### config.mk
export PLATFORM = sky130hd
export DESIGN_NAME = apb_uart_regfile
export DESIGN_NICKNAME = d
export VERILOG_FILES = /design/src/rtl/apb_uart_regfile.sv
export SDC_FILE = /design/constraint.sdc
export NUM_CORES = 1
export LEC_CHECK = 0
export ABC_AREA = 1
export CAP_MARGIN = 20
export CELL_PAD_IN_SITES_DETAIL_PLACEMENT = 1
export CELL_PAD_IN_SITES_GLOBAL_PLACEMENT = 2
export CORE_MARGIN = 5
export CORE_UTILIZATION = 32
export DETAILED_ROUTE_END_ITERATION = 10
export PLACE_DENSITY = 0.84
export SYNTH_ARGS = -nofsm -noshare
export SYNTH_HDL_FRONTEND = slang
export SYNTH_SLANG_ARGS = --single-unit
### constraint.sdc
create_clock -name pclk -period 1.99 [get_ports pclk]
set_clock_uncertainty 0.05 [all_clocks]
set_input_delay 0.398 -clock pclk [delete_from_list [all_inputs] [get_ports pclk]]
set_output_delay 0.398 -clock pclk [all_outputs]
set_load 0.05 [all_outputs]
### src/rtl/apb_uart_regfile.sv
// APB slave register file for a UART: BAUD/CTRL/DATA/STATUS plus scratch registers,
// with configurable wait states and one-cycle TX push / RX pop pulses.
module apb_uart_regfile #(
  parameter int          DATA_W      = 8,
  parameter int          ADDR_W      = 3,
  parameter int          WAIT_STATES = 0,
  parameter logic [DATA_W-1:0] BAUD_RST = 'h03
) (
  input  logic              pclk,
  input  logic              presetn,
  input  logic              psel,
  input  logic              penable,
  input  logic              pwrite,
  input  logic [ADDR_W-1:0] paddr,
  input  logic [DATA_W-1:0] pwdata,
  output logic [DATA_W-1:0] prdata,
  output logic              pready,
  output logic              pslverr,
  output logic [DATA_W-1:0] baud_div,
  output logic              tx_en,
  output logic              rx_en,
  output logic [DATA_W-1:0] tx_data,
  output logic              tx_wr,
  input  logic [DATA_W-1:0] rx_data,
  output logic              rx_rd,
  input  logic              tx_rdy,
  input  logic              rx_rdy,
  output logic              irq
);

  localparam int unsigned NREG = 2 ** ADDR_W;
  localparam logic [3:0]        WS     = 4'(WAIT_STATES);
  localparam logic [ADDR_W-1:0] A_BAUD = ADDR_W'(0);
  localparam logic [ADDR_W-1:0] A_CTRL = ADDR_W'(1);
  localparam logic [ADDR_W-1:0] A_DATA = ADDR_W'(2);
  localparam logic [ADDR_W-1:0] A_STAT = ADDR_W'(3);

  typedef enum logic [1:0] {IDLE, SETUP, ACCESS} state_t;

  state_t              state, state_nxt;
  logic [3:0]          cnt;
  logic [ADDR_W-1:0]   addr_q;
  logic                write_q;
  logic [DATA_W-1:0]   wdata_q;
  logic [DATA_W-1:0]   regs [NREG];
  logic                tx_rdy_q, rx_rdy_q, ovr;
  logic                done, do_wr, tx_push, rx_pop, ovr_set, ovr_clr;
  logic [DATA_W-1:0]   status;

  always_ff @(posedge pclk or negedge presetn) begin
    if (!presetn) begin
      state   <= IDLE;
      cnt     <= '0;
      addr_q  <= '0;
      write_q <= 1'b0;
      wdata_q <= '0;
    end else begin
      state <= state_nxt;
      if (state == SETUP) begin
        cnt     <= WS;
        addr_q  <= paddr;
        write_q <= pwrite;
        wdata_q <= pwdata;
      end else if (state == ACCESS && cnt != '0) begin
        cnt <= cnt - 4'd1;
      end
    end
  end

  always_comb begin
    state_nxt = state;
    unique case (state)
      IDLE:    if (psel && !penable) state_nxt = SETUP;
      SETUP:   state_nxt = ACCESS;
      ACCESS: begin
        // Abort is only honoured while wait states remain; completion always finishes.
        if (cnt == '0)             state_nxt = (psel && !penable) ? SETUP : IDLE;
        else if (!psel || !penable) state_nxt = IDLE;
      end
      default: state_nxt = IDLE;
    endcase
  end

  assign done   = (state == ACCESS) && (cnt == '0);
  assign status = {{(DATA_W-3){1'b0}}, ovr, rx_rdy_q, tx_rdy_q};

  always_comb begin
    pready  = done;
    pslverr = 1'b0;
    prdata  = '0;
    do_wr   = 1'b0;
    tx_push = 1'b0;
    rx_pop  = 1'b0;
    ovr_set = 1'b0;
    ovr_clr = 1'b0;
    if (done) begin
      if (write_q) begin
        if (addr_q == A_STAT) begin
          pslverr = 1'b1;
        end else if (addr_q == A_DATA) begin
          if (tx_rdy_q) tx_push = 1'b1;
          else begin
            pslverr = 1'b1;
            ovr_set = 1'b1;
          end
        end else begin
          do_wr = 1'b1;
        end
      end else begin
        if (addr_q == A_STAT) begin
          prdata  = status;
          ovr_clr = 1'b1;
        end else if (addr_q == A_DATA) begin
          if (rx_rdy_q) begin
            prdata = rx_data;
            rx_pop = 1'b1;
          end else begin
            pslverr = 1'b1;
          end
        end else begin
          prdata = regs[addr_q];
        end
      end
    end
  end

  always_ff @(posedge pclk or negedge presetn) begin
    if (!presetn) begin
      for (int unsigned i = 0; i < NREG; i++) regs[i[ADDR_W-1:0]] <= '0;
      regs[A_BAUD] <= BAUD_RST;
      tx_data  <= '0;
      tx_wr    <= 1'b0;
      rx_rd    <= 1'b0;
      ovr      <= 1'b0;
      tx_rdy_q <= 1'b0;
      rx_rdy_q <= 1'b0;
      irq      <= 1'b0;
    end else begin
      tx_rdy_q <= tx_rdy;
      rx_rdy_q <= rx_rdy;
      tx_wr    <= tx_push;
      rx_rd    <= rx_pop;
      if (do_wr)   regs[addr_q] <= wdata_q;
      if (tx_push) tx_data      <= wdata_q;
      // Set is evaluated last so a coincident overrun survives a STATUS-read clear.
      if (ovr_clr) ovr <= 1'b0;
      if (ovr_set) ovr <= 1'b1;
      irq <= (regs[A_CTRL][2] & rx_rdy_q) | (regs[A_CTRL][3] & tx_rdy_q) | ovr;
    end
  end

  assign baud_div = regs[A_BAUD];
  assign tx_en    = regs[A_CTRL][0];
  assign rx_en    = regs[A_CTRL][1];

endmodule

Word-level counts from Yosys, hierarchy flattened
Index checks and enable logic that the tools add are counted.

Bits in registers: 96.

Add/subtract/negate cells: 1. Magnitude comparators: 2. Equal/unequal tests: 6. Mux-type cells: 48. Bitwise logic cells: 5. Reductions and logical operators: 13.

Operator list (number): 64-bit bitwise mux (1); 8-bit 2-to-1 mux (8); 1-bit 2-to-1 mux (31); 8-bit binary-select mux with 3-bit select (1); 8-bit demux with 3-bit select (1); 4-bit 2-to-1 mux (2); 3-bit by 2-bit == test with 1-bit output, second input constant (2); 2-bit 2-to-1 mux (3); 2-bit one-hot mux with 3 select lines (1); 4-bit >= comparator, second input constant (1); 1-bit logical AND (4); 4-bit logical NOT (1); 4-bit by 1-bit < comparator with 1-bit output, second input constant (1); 3-bit inverter with 4-bit output (1); 2-bit nonzero test (2); 4-bit nonzero test (1); 4-bit by 1-bit subtractor with 4-bit output, second input constant (1); 3-bit inequality test, second input constant (1); 1-bit AND (2); 2-bit by 1-bit == test with 1-bit output, second input constant (1); 2-bit == test, second input constant (1); 1-bit logical NOT (2); 2-bit logical NOT (1); 2-bit inequality test, second input constant (1); 3 further kinds (4).

Logic depth before layout (Yosys ltp)
Depth in word-level cells: 8. Gate-level depth with buffers: 10. Mapped depth without buffers: 9.

Worst setup path after synthesis
Ideal clock, no wire load.

Path type: register to output. Start point: reg cnt[0]. End point: out prdata[7]. Arrival: 2.124 ns. Setup slack: -0.582 ns. Stages on the path, launching flop included: 9. Path through: dfrtp_1 inv_1 ha_1 nand3_4 nor2_8 nand2_1 inv_1 nand2_1 a21oi_1.

Cells in the longest elaborated chain, start to end: 3.

RTL lines: from (decl) (line 41) `logic [3:0] cnt;`; from (signal assigned) (line 65) `cnt <= cnt - 4'd1;`; 4-bit logical NOT (line 84) `assign done = (state == ACCESS) && (cnt == '0);`; 1-bit logical AND (line 84); via pready (line 17) `output logic pready,`; 8-bit 2-to-1 mux (line 96) `if (done) begin`; to (decl) (line 16) `output logic [DATA_W-1:0] prdata,`.

The timed path passes the listed nets, and every way through them passes these cells.

Worst setup path in the final report
Start point: reg addr_q[1]. End point: out prdata[6].

Cells in the longest elaborated chain, start to end: 8.

RTL lines: from (decl) (line 42) `logic [ADDR_W-1:0] addr_q;`; from (signal assigned) (line 61) `addr_q <= paddr;`; 3-bit inverter with 4-bit output (implied by the code) (line 121) `prdata = regs[addr_q];`; 8-bit binary-select mux with 3-bit select (line 121); 8-bit 2-to-1 mux (implied by the code) (2 in a row) (line 121); 8-bit 2-to-1 mux (line 113) `end else if (addr_q == A_DATA) begin`; 8-bit 2-to-1 mux * (line 110) `if (addr_q == A_STAT) begin`; 8-bit 2-to-1 mux * (line 97) `if (write_q) begin`; 8-bit 2-to-1 mux * (line 96).

Mark *: on every way between the ends. The rest lies on a longest branch, timed or not. The select of a mux whose other input is x is not followed.

==> flow_summary.json <==
{
  "status": "complete, but fails checks",
  "violations": "setup timing",
  "layout.nets": 608,
  "rows": 40,
  "htree_levels": 3,
  "grt_overflow_total": 0,
  "vdd_ir_drop_max_mv": 0.495,
  "cp_data_required_time_ps": 1540,
  "fin_crit_ps": 2240,
  "clk_path_buf_depth": 2,
  "cp_max_fo": 7,
  "final-setup-viol-count": 10,
  "cts-root-buf": "clkbuf_16",
  "dieArea_um2": 14600,
  "wl_per_cell_um": 17.3,
  "max_stage_delay_ps": 460,
  "r2r-start": "cnt[0]$_DFFE_PN0P_",
  "hpwl_um": 8980,
  "num_io_pins": 57,
  "startpoint_type": "register",
  "rsz0062_at_grt": "true",
  "numPlacedInstances": 708,
  "drt-total-wl_um": 13000,
  "drc_errors": 0,
  "die-height_um": 121,
  "grt_max_degree": 81,
  "fillerInstances": 1434,
  "grt_pass1_wl_um": 20800,
  "max_slew_margin": 0.647,
  "vias_per_cell": 4.77,
  "powerDensity_nw_per_um2": 1140,
  "hold_buffers": 0,
  "antennaDiodeCount": 0,
  "firstDrtPassIters": 4,
  "yosysTopAreaCellShare": 0.495,
  "clk_latency_ps": 340,
  "cp-startpoint": "addr_q[1]$_DFFE_PN0P_",
  "cts_sinks": 80,
  "drt_iter0_drc": 166,
  "vias": 3594,
  "synth.top_cells.by_area": "dfrtp_1 49%, nand2_1 14%, o21ai_0 6.0%, nor2_1 3.8%, inv_1 3.5%",
  "drive_gt1_frac": 0.277,
  "yosys.cell_types.count": 31,
  "power_leakage_nw": 2.73,
  "maxCapViolCount": 0,
  "multiInputGateArea_um2": 1740,
  "yosysSeqAreaShare": 0.508,
  "placed_cell_area_um2": 4870,
  "hp-class": "in2async",
  "grt_pass1_vias": 3933,
  "fmax_mhz": 447,
  "antenna_found_initial": 0,
  "cts_buffers": 9,
  "crit_arrival_ps": 1790,
  "timing.setup.tns_ps": -2110,
  "core_area_um2": 12100,
  "finalCritPeriodShare": 1.12,
  "grt_use_total": 0.183,
  "synth_nets": 512,
  "syn-mean-instance-area_um2": 8.15,
  "worst_pin_slew_ps": 528,
  "endpoint": "prdata[6]",
  "fin_cells": 753,
  "crit_type": "reg2out",
  "area_delta_synth_final_pct": 41.4,
  "cp_cell_sequence": "buf_6 > nor2_4 > nand2_2 > o21ai_2 > nor2_1 > nor2_2 > buf_12",
  "netlist_instances": 484,
  "worst_slack_ps": -247,
  "clk_pin_slew_ps": 70,
  "maxSlewViolCount": 0,
  "reg2reg_depth": 12,
  "place_congestion": 0.858,
  "dieWidth_um": 121,
  "r2r_setup_slack_ps": 90,
  "final_cell_area_um2": 5580,
  "r2r_end": "regs[15]$_DFFE_PN0P_",
  "cts_tree": "built",
  "ff_latch_area_um2": 2010,
  "final_antenna_net_count": 0,
  "synth-seq-cells": 80,
  "yosysTopAreaCell": "dfrtp_1",
  "fin_hold_ws_ps": 10.7,
  "worst_setup_path_end_kind": "primary output",
  "synth.cell_area_um2": 3950,
  "p_total_mw": 6.36,
  "finalHoldViolCount": 0,
  "synth_warnings": 0,
  "critPathSlowestCell": "dfrtp_2",
  "io_buffers": 56,
  "initial_core_util": 0.327
}
## state kept, by name, summed over array words and instances, names as in the netlist
name and cells:
tx_wr 1, ovr 1, baud_div 8, rx_en 1, cnt 4, tx_rdy_q 1, rx_rdy_q 1, rx_rd 1
irq 1, tx_en 1, wdata_q 8, state 2, write_q 1, addr_q 3, tx_data 8, regs 38
## kinds of logic (layout without fill, tap and decap cells)
family | Yosys count | in the layout | share of synthesized area
adders and majority gates | 2 | 2 | 0.00634
and+or+nand+nor | 234 | 234 | 0.261
AOI/OAI and AO/OA | 95 | 95 | 0.126
DFF | 80 | 80 | 0.508
xor gates and xnor gates | 2 | 2 | 0.00444
buffers and inverters | 71 | 172 | 0.0936
## through the flow
stage	setup WS, ps	util
after floorplan	-18.2	-
final	-247	0.462
after detailed placement	-44.1	0.404
after global routing	-338	0.462
after global placement	-53.7	0.404
after CTS	-244	0.446
## layer usage
layer	wire length (um)	track usage	up-vias
met5	0	0	-
met4	215	0.0574	0
met3	419	0.0298	15
met2	6490	0.314	75
met1	5920	0.236	1769
li1	-	-	1735
## Yosys cell counts
library cell and n:
o21ai_0 47, nor3_1 1, nand3_2 2, nand2_2 4
nand3_4 1, inv_1 37, a211oi_1 1, dfstp_2 2
xnor2_1 1, or2_2 2, nand4_1 2, inv_4 1
o31ai_1 1, nor2_1 40, nand2_1 149, xor2_1 1
nor2_2 2, o211ai_1 5, a21oi_1 18, nor2_8 2
clkbuf_1 2, o21ai_1 19, nand3_1 24, buf_6 7
dfrtp_1 78, buf_4 10, ha_1 2, o22ai_1 4
inv_2 6, buf_2 8, nor2_4 5
## final cells by class
cell class / count / share of cell area
clock inverter: 7 / 0.0139
tap: 168 / 0.0377
inverter: 44 / 0.0314
timing repair buffer: 112 / 0.205
clock buffer: 9 / 0.0404
sequential: 80 / 0.360
multi-input combinational: 333 / 0.312
## layout by cell type, fill, tap and decap left out, types with 3 or more instances in the layout
| cell | instances |
|---|---|
| a21oi_1 | 16 |
| buf_12 | 13 |
| buf_4 | 51 |
| buf_6 | 12 |
| clkbuf_16 | 9 |
| clkdlybuf4s50_1 | 32 |
| dfrtp_1 | 77 |
| inv_1 | 32 |
| inv_2 | 10 |
| inv_6 | 3 |
| nand2_1 | 139 |
| nand2_2 | 12 |
| nand3_1 | 18 |
| nand3_2 | 6 |
| nand3_4 | 3 |
| nor2_1 | 26 |
| nor2_2 | 12 |
| nor2_4 | 9 |
| o211ai_1 | 5 |
| o21ai_0 | 43 |
| o21ai_1 | 22 |
| o22ai_1 | 4 |
## how the worst min path moves through the flow
stage / start / end / slack (ps)
floorplan: presetn / addr_q[0]$_DFFE_PN0P_ / 50
global placement: state[0]$_DFFE_PN0P_ / state[0]$_DFFE_PN0P_ / 370
detailed placement: state[0]$_DFFE_PN0P_ / state[0]$_DFFE_PN0P_ / 390
CTS: presetn / regs[14]$_DFFE_PN0P_ / 60
global route: presetn / regs[30]$_DFFE_PN0P_ / 80
finish: presetn / regs[30]$_DFFE_PN0P_ / 10
## power by group
group,switching (mW),internal (mW),leakage (nW),total [mW]
clock,0.723,0.985,0.147,1.71
combinational,1.34,0.773,1.56,2.11
sequential,0.391,2.15,1.02,2.54
total,2.45,3.90,2.73,6.36
## critical path, delay by kind of cell (launching register included)
kind	cells	cell delay, ps
flip-flops	1	460
buffers and inverters	2	300
AND/OR/NAND/NOR	4	560
AO/OA/AOI/OAI	1	120
## what timing repair did
item                                   in CTS  in global routing
cloned                                      0                  1
pin swaps                                  13                 19
endpoints found under the hold margin       0                  0
setup endpoints to repair                  10                 31
resized for setup                          23                 37
setup buffers                              18                 14
(Power assumes the default switching activity.)
